**src/rtl/mac_result_drain.sv**
```systemverilog
// Captures nine multiplier products in one cycle and drains them as single beats
// over a valid/ready stream. Define MAC_RESULT_DRAIN_SUM_EN to append a tenth beat carrying their sum.
module mac_result_drain #(
    parameter int NPROD = 9,
    parameter int PW    = 5
) (
    input  logic          clk,
    input  logic          rst,
    input  logic          cap_valid,
    output logic          cap_ready,
    input  logic [PW-1:0] o1,
    input  logic [PW-1:0] o2,
    input  logic [PW-1:0] o3,
    input  logic [PW-1:0] o4,
    input  logic [PW-1:0] o5,
    input  logic [PW-1:0] o6,
    input  logic [PW-1:0] o7,
    input  logic [PW-1:0] o8,
    input  logic [PW-1:0] o9,
    output logic          out_valid,
    input  logic          out_ready,
    output logic [8:0]    out_data,
    output logic [3:0]    out_idx,
    output logic          out_last
);

    localparam int DW = 9;
    localparam logic [3:0] NPROD_IDX = 4'(NPROD);
`ifdef MAC_RESULT_DRAIN_SUM_EN
    localparam logic [3:0] LAST_IDX = 4'd9;
`else
    localparam logic [3:0] LAST_IDX = 4'd8;
`endif

    typedef enum logic {IDLE, SEND} state_t;

    state_t        state, state_next;
    logic [PW-1:0] lanes  [NPROD];
    logic [PW-1:0] buffer [NPROD];
    logic [3:0]    idx;
    logic          capture;
    logic          beat_done;
    logic [DW-1:0] beat_data;

    always_comb begin
        lanes[0] = o1;
        lanes[1] = o2;
        lanes[2] = o3;
        lanes[3] = o4;
        lanes[4] = o5;
        lanes[5] = o6;
        lanes[6] = o7;
        lanes[7] = o8;
        lanes[8] = o9;
    end

    always_ff @(posedge clk) begin
        if (rst)
            state <= IDLE;
        else
            state <= state_next;
    end

    always_comb begin
        state_next = state;
        cap_ready  = 1'b0;
        out_valid  = 1'b0;
        capture    = 1'b0;
        beat_done  = 1'b0;
        case (state)
            IDLE: begin
                cap_ready = 1'b1;
                if (cap_valid) begin
                    capture    = 1'b1;
                    state_next = SEND;
                end
            end
            SEND: begin
                out_valid = 1'b1;
                if (out_ready) begin
                    beat_done = 1'b1;
                    if (idx == LAST_IDX)
                        state_next = IDLE;
                end
            end
            default: state_next = IDLE;
        endcase
    end

`ifdef MAC_RESULT_DRAIN_SUM_EN
    logic [DW-1:0] sum, sum_next;

    // Nine 5-bit lanes peak at 279, so the 9-bit sum never overflows.
    always_comb begin
        sum_next = '0;
        for (int i = 0; i < NPROD; i++)
            sum_next = sum_next + {{(DW-PW){1'b0}}, lanes[i]};
    end

    always_ff @(posedge clk) begin
        if (rst)
            sum <= '0;
        else if (capture)
            sum <= sum_next;
    end
`endif

    always_ff @(posedge clk) begin
        if (rst) begin
            idx <= 4'd0;
            for (int i = 0; i < NPROD; i++)
                buffer[i] <= '0;
        end else if (capture) begin
            idx <= 4'd0;
            for (int i = 0; i < NPROD; i++)
                buffer[i] <= lanes[i];
        end else if (beat_done) begin
            idx <= (idx == LAST_IDX) ? 4'd0 : idx + 4'd1;
        end
    end

    always_comb begin
        beat_data = '0;
        if (idx < NPROD_IDX)
            beat_data = {{(DW-PW){1'b0}}, buffer[idx]};
`ifdef MAC_RESULT_DRAIN_SUM_EN
        else if (idx == LAST_IDX)
            beat_data = sum;
`endif
    end

    // idx parks at zero outside SEND, so the idle outputs read as all-zero.
    assign out_data = (state == SEND) ? beat_data : '0;
    assign out_idx  = idx;
    assign out_last = (state == SEND) && (idx == LAST_IDX);

endmodule

```
**config.mk**
```make
export PLATFORM = sky130hd
export DESIGN_NAME = mac_result_drain
export DESIGN_NICKNAME = d
export VERILOG_FILES = /design/src/rtl/mac_result_drain.sv
export SDC_FILE = /design/constraint.sdc
export NUM_CORES = 1
export LEC_CHECK = 0
export ABC_AREA = 1
export CORE_MARGIN = 2
export CORE_UTILIZATION = 38
export DETAILED_ROUTE_END_ITERATION = 8
export GPL_ROUTABILITY_DRIVEN = 0
export PLACE_DENSITY = 0.63
export SYNTH_ARGS = -nofsm -noshare
export SYNTH_HDL_FRONTEND = slang
export SYNTH_SLANG_ARGS = --single-unit
```
**constraint.sdc**
```tcl
create_clock -name clk -period 3.83 [get_ports clk]
set_input_delay 1.149 -clock clk [delete_from_list [all_inputs] [get_ports clk]]
set_output_delay 1.149 -clock clk [all_outputs]
set_load 0.005 [all_outputs]
```
==> results of run 1 <==
==> layer usage <==
layer / part of all wire, % / vias up / routed length [µm]
met4: 1.1 / 0 / 57
li1: - / 1002 / -
met1: 44 / 872 / 2220
met3: 5.3 / 5 / 266
met2: 49 / 52 / 2440
met5: 0 / - / 0
==> worst max-delay path: cells and delay by family (launching register included) <==
kind                   cells  cell delay (ps)
AND/OR/NAND/NOR            5              480
flip-flops                 1              760
buffers and inverters      3              780
==> cells in the mapped netlist <==
cell type	n	area share (%)
inv_1	56	8.2
nand3_1	37	7.2
nand3_2	1	0.39
nor2_1	56	8.2
o21ai_0	1	0.19
nor2_2	1	0.24
inv_2	3	0.44
xor2_1	1	0.34
a21oi_4	1	0.63
edfxtp_1	45	53
buf_6	2	0.87
o211a_1	1	0.39
buf_2	5	0.97
dfxtp_1	9	7.0
nand4_1	1	0.24
a21oi_1	3	0.58
clkinv_1	2	0.29
a211oi_1	1	0.29
buf_4	6	1.7
nand2_1	53	7.7
conb_1	1	0.15
ha_1	3	1.5
==> cells in the final DEF, fill, tap and decap left out, drive strengths merged <==
cell type      count
ha                 3
clkbuf             7
xor2               1
nand2             53
nand4              1
buf                2
clkdlybuf4s50     60
conb               4
edfxtp            45
a211oi             1
a21oi              4
dfxtp              9
inv               59
clkinv             3
o21ai              1
o211a              1
nor2              57
nand3             38
==> worst min path at each step <==
stage	to	depth (start not counted)
after detailed placement	flip-flop	2
after CTS	out_idx[2]	2
after global placement	out_idx[2]	2
final	out_idx[2]	2
after floorplan	flip-flop	2
after global routing	out_idx[2]	2
==> flip-flops by register name, indices dropped and copies added, names as in the netlist, named ones only <==
register	flops
state	1
buffer	45
out_idx	4
==> kinds of logic after synthesis <==
kind of cell             after synthesis  synth area share (%)
buffers and inverters                 74                  12.5
flip-flops                            54                  59.5
AO/OA/AOI/OAI                          7                  2.09
XOR/XNOR                               1                 0.340
other                                  1                 0.146
AND/OR/NAND/NOR                      149                  24.0
adder cells (fa/ha/maj)                3                  1.46
==> metrics by stage <==
stage / total power [mW] / instances / util, % / area (µm²)
detailed placement: 0.855 / 418 / 49.6 / 3200
finish: 1.23 / 426 / 51.6 / 3330
floorplan: 0.777 / 292 / - / 2580
CTS: 1.24 / 426 / 51.6 / 3330
global route: 1.28 / 426 / 51.6 / 3330
global placement: 0.854 / 418 / 49.6 / 3200
==> layout make-up <==
| type | instances | area share, % |
|---|---|---|
| Timing Repair Buffer | 62 | 18.5 |
| Clock inverter | 1 | 0.263 |
| Multi-Input combinational cell | 164 | 22.0 |
| Tap cell | 77 | 2.89 |
| Sequential cell | 54 | 46.0 |
| Clock buffer | 7 | 3.57 |
| Inverter | 61 | 6.87 |
==> power by group through the flow <==
stage | sequential, mW | clock, mW | combinational (mW)
4_1_cts | 0.697 | 0.400 | 0.145
3_5_place_dp | 0.710 | 0 | 0.144
5_1_grt | 0.700 | 0.423 | 0.161
3_3_place_gp | 0.711 | 0 | 0.143
2_1_floorplan | 0.700 | 0 | 0.0765
6_report | 0.696 | 0.390 | 0.143
==> results.md, run 1 <==
- Outcome: finished, final reports clean
- Via count: approximately 1.9k
- DRT Wirelength: around 5000 µm
- Multi-input logic area: around 730 µm²
- Yosys cell types: 22
- Hold Crit Class: flip-flop to flip-flop
- Final setup viols: 0
- Final Hold Fails: 0
- RSZ-0062 raised after global routing: no
- Power Density: around 370 nW/µm²
- M3 GR Usage: 4.00%
- Vias in the first global route: 1,827
- Slew Limit Headroom: between 50% and 60%
- Ys Warns: 0
- DRC viols: 0
- Critical path class: flip-flop to primary output
- Critical Path End Type: primary output
- IO Pins: 65
- Reg area: between 1500 and 2000 µm²
- H-tree depth: 2
- Startpoint Class: flip-flop
- Clk pwr share: roughly a third
- Filler cells: 620
- Clk Latency, worst-skew pair: 310 ps
- Mapped Area: between 2000 and 3000 µm²
- Cell leakage power: 1.53 nW
- CP endpoint: out_data[0]
- CTS tree: yes
- Final min period: between 3000 and 4000 ps
- R2R depth: 4
- Hpwl dp: about 3600 µm
- Post-CTS Setup Bufs: 0
- Crit path cell chain: inv_2, nand2_1, nand3_1, nand3_1, nand3_1, nand2_1, inv_1, clkdlybuf4s50_1
- Cell mode on critical path: nand3_1
- Fin nets: 400
- P_int: between 0.9 and 1 mW
- Peak VDD IR: 189 µV
- Num Clock Sinks: 54
- WP data arrival: between 2000 and 2500 ps
- Clock-pin slew on the worst setup and hold paths: ~90 ps
- CORE AREA: 6460 µm²
- CP max-delay cell: dfxtp_1
- Peak Freq: between 0.2 and 0.3 GHz
- Syn_area_per_cell: 8.91 µm²
- Fin worst setup slack: between 300 and 400 ps
- Deepest clock path buffer count: 2
- Port Buf Inserts: 60
- Max_cap viols: 0
- Register area share after synthesis: about three fifths
- Layout area overhead: 29.5%
- Reg power frac: 56.6%
- Flop2flop setup slack: 2390 ps
- Met1 Use GR: 17.3%
- Tightest Pin Transition: roughly 670 ps
- Combinational power share: approximately 12%
- Routed Antenna Nets: 0
- Proportion of layout cells with a drive suffix above 1: around 4.6%
- Cell count after synthesis: slightly below 300
- First-pass GRT wire length: about 8100 µm
- Hold buffer count at CTS: 0
- WL per Instance: around 12 µm
- FF+latch count, synth: 54
- Resized cells post-CTS: 0
- Starting Density: about two fifths
- Final hold slack: 553 ps
- Initial drt markers: about 140
- Ant diodes: 0
- Hold path start: out_idx[2]
- Clock buffer count from CTS: 5
- Via-to-Cell Ratio: about 4.5
- Critical path peak fanout: 21
- GRT Overall Usage: between 10 and 15%
- Setup TNS: 0 ps
- GR peak layer: met2
- Setup slack after placement: 713 ps
- Largest net degree at the start of global routing: 47
- GR Overflow Total: 0
- Clock root buffer: clkbuf_8
- Die height: 86.3 µm
- Row Count: 29
- Slew Viols, Final: 0
- Period utilization: approximately 91%
- Reg2reg end: buffer[0][4]
- FF-to-FF Start: state
- Die width: roughly 86 µm
- CP peak stage delay: around 760 ps
- Req. time, crit path: 2680 ps
- Die area: about 7400 µm²
- Switch Pwr: between 0.2 and 0.3 mW
- Initial antenna violation count: 0
- Sw Ratio: about 22%
- GR met2 Demand/Resource: roughly a quarter
- Drt pass-1 iters: 4
- Clock skew: roughly 3.8 ps
(Power assumes the default switching activity.)
==> run 2: changes to the inputs <==
- RECOVER_POWER: unset -> 100
==> results.md, run 2 (synthesis results as in run 1) <==
- Peak Freq: 0.279 GHz (was 0.287 GHz)
- Reg2reg end: buffer[5][4] (was buffer[0][4])
- Max_cap viols: 1 (was 0)
- Final setup viols: 0 (unchanged)
- Row Count: 29 (unchanged)
- Initial drt markers: 130 (was 139)
- Critical path class: flip-flop to primary output (unchanged)
- Port Buf Inserts: 60 (unchanged)
- Max reg flops: 45 (unchanged)
- CP max-delay cell: dfxtp_1 (unchanged)
- Num Clock Sinks: 54 (unchanged)
- Outcome: finished, violations left (was finished, final reports clean)
- FF-to-FF Start: state (unchanged)
- Final Hold Fails: 0 (unchanged)
- Largest net degree at the start of global routing: 47 (unchanged)
- Placed Cells: 418 (unchanged)
- CP delay by family, top: buffers and inverters (unchanged)
- Critical path peak fanout: 21 (unchanged)
- Period utilization: 93.7% (was 90.9%)
- GRT Overall Usage: 14.0% (unchanged)
- Final min period: 3590 ps (was 3480 ps)
- Req. time, crit path: 2680 ps (about the same)
- IO Pins: 65 (unchanged)
- DRT Wirelength: 4980 µm (was 4990 µm)
- Clk Latency, worst-skew pair: 310 ps (about the same)
- Slew Limit Headroom: -19.4% (was 55.1%)
- Filler cells: 624 (was 620)
- Drt pass-1 iters: 4 (unchanged)
- GR Overflow Total: 0 (unchanged)
- H-tree depth: 2 (unchanged)
- Resized cells post-CTS: 0 (unchanged)
- Routed Antenna Nets: 0 (unchanged)
- Die width: 86.3 µm (unchanged)
- Die height: 86.3 µm (unchanged)
- Proportion of layout cells with a drive suffix above 1: 3.15% (was 4.58%)
- Hold buffer count at CTS: 0 (unchanged)
- WL per Instance: 11.7 µm (about the same)
- Cell mode on critical path: nand3_1 (unchanged)
- Clock-pin slew on the worst setup and hold paths: 90 ps (about the same)
- Hold Crit Class: flip-flop to flip-flop (unchanged)
- Critical Path End Type: primary output (unchanged)
- Power Density: 371 nW/µm² (was 369 nW/µm²)
- Cell leakage power: 1.55 nW (was 1.53 nW)
- Deepest clock path buffer count: 2 (unchanged)
- Tightest Pin Transition: 1790 ps (was 673 ps)
- Starting Density: 39.8% (unchanged)
- Startpoint Class: flip-flop (unchanged)
- Post-CTS Setup Bufs: 0 (unchanged)
- Biggest register: buffer (unchanged)
- Failing checks: max-capacitance violations, max-slew violations
- Non-filler instance count after layout: 426 (unchanged)
- Via-to-Cell Ratio: 4.51 (was 4.53)
- CP Buf/Inv Count: 3 (unchanged)
- RSZ-0062 raised after global routing: no (unchanged)
- Slew Viols, Final: 46 (was 0)
- CP endpoint: out_data[4] (was out_data[0])
- Crit path cell chain: inv_2, nand2_1, nand3_1, nand3_1, nand3_1, nand2_1, inv_1, dlygate4sd3_1 (was inv_2, nand2_1, nand3_1, nand3_1, nand3_1, nand2_1, inv_1, clkdlybuf4s50_1)
- WP data arrival: 2440 ps (was 2330 ps)
- CORE AREA: 6460 µm² (unchanged)
- First-pass GRT wire length: 8140 µm (unchanged)
- Hpwl dp: 3600 µm (unchanged)
- Clock root buffer: clkbuf_8 (unchanged)
- Peak VDD IR: 189 µV (about the same)
- Vias in the first global route: 1,827 (unchanged)
- R2R depth: 4 (unchanged)
- Flop2flop setup slack: 1480 ps (was 2390 ps)
- CTS tree: yes (unchanged)
- Hold path cells: 2 (unchanged)
- Most frequent cells in the layout: inv_1 (57), nor2_1 (57), nand2_1 (53) (was clkdlybuf4s50_1 (60), inv_1 (56), nor2_1 (56))
- Initial antenna violation count: 0 (unchanged)
- Die area: 7450 µm² (unchanged)
- CP peak stage delay: 770 ps (was 760 ps)
- Setup TNS: 0 ps (unchanged)
- DRC viols: 0 (unchanged)
- Via count: 1,922 (was 1,931)
- End-of-flow core utilization: 51.2% (was 51.6%)
- Fin nets: 400 (unchanged)
- WP depth: 8 (unchanged)
- Ant diodes: 0 (unchanged)
- Clock buffer count from CTS: 5 (unchanged)
- Clock skew: 4.01 ps (was 3.77 ps)
- Layout area overhead: 28.5% (was 29.5%)
==> run 2: final cells by class <==
cell class	instances	area, µm²	share of cell area (%)
multi-input cells	164	713	21.6
flip-flops and latches	54	1530	46.3
well taps	77	96.3	2.91
clock inverters	1	8.76	0.265
clock buffers	7	119	3.59
repair buffers	62	609	18.4
inverters	61	229	6.92
==> run 2: worst register-to-register path, stage by stage, from the launching register on <==
cell and delay (ps):
dfxtp_1 400, inv_1 100, nand3_1 80, clkbuf_1 1280, nor2_1 170
==> run 2: worst min-delay path by stage <==
stage	startpoint	to	slack, ps
after detailed placement	out_idx[2]	flip-flop	530
after global routing	out_idx[2]	out_idx[2]	600
final	out_idx[2]	out_idx[2]	550
after global placement	out_idx[2]	out_idx[2]	520
after CTS	out_idx[2]	out_idx[2]	550
after floorplan	out_idx[2]	flip-flop	490
==> run 2: metal layers <==
| metal | wire length, µm | part of all wire [%] | GRT usage, % | up-vias |
|---|---|---|---|---|
| met5 | 0 | 0 | 0 | - |
| met4 | 53 | 1.1 | 3.84 | 0 |
| met3 | 243 | 4.9 | 4.00 | 5 |
| met2 | 2450 | 49 | 24.2 | 48 |
| met1 | 2230 | 45 | 17.3 | 867 |
| li1 | - | - | - | 1002 |
==> run 2: where the power goes <==
group          internal [mW]  switching (mW)
sequential             0.678          0.0182
clock                  0.209           0.181
combinational         0.0749          0.0646
==> run 2: metrics by stage <==
| stage | instance area [µm²] | hold WS, ps | power [mW] | setup slack, ps |
|---|---|---|---|---|
| 6_report | 3310 | 548 | 1.23 | 243 |
| 5_1_grt | 3310 | 596 | 1.28 | 88.1 |
| 4_1_cts | 3330 | 554 | 1.24 | 359 |
| 3_5_place_dp | 3200 | 529 | 0.855 | 713 |
| 3_3_place_gp | 3200 | 520 | 0.854 | 775 |
| 2_1_floorplan | 2580 | 495 | 0.777 | 1330 |
==> run 3: changes to the inputs <==
- ABC_CLOCK_PERIOD_IN_PS: unset -> 3830
==> results of run 3 <==
The final DEF is identical to that of run 2; final timing and power are the same.
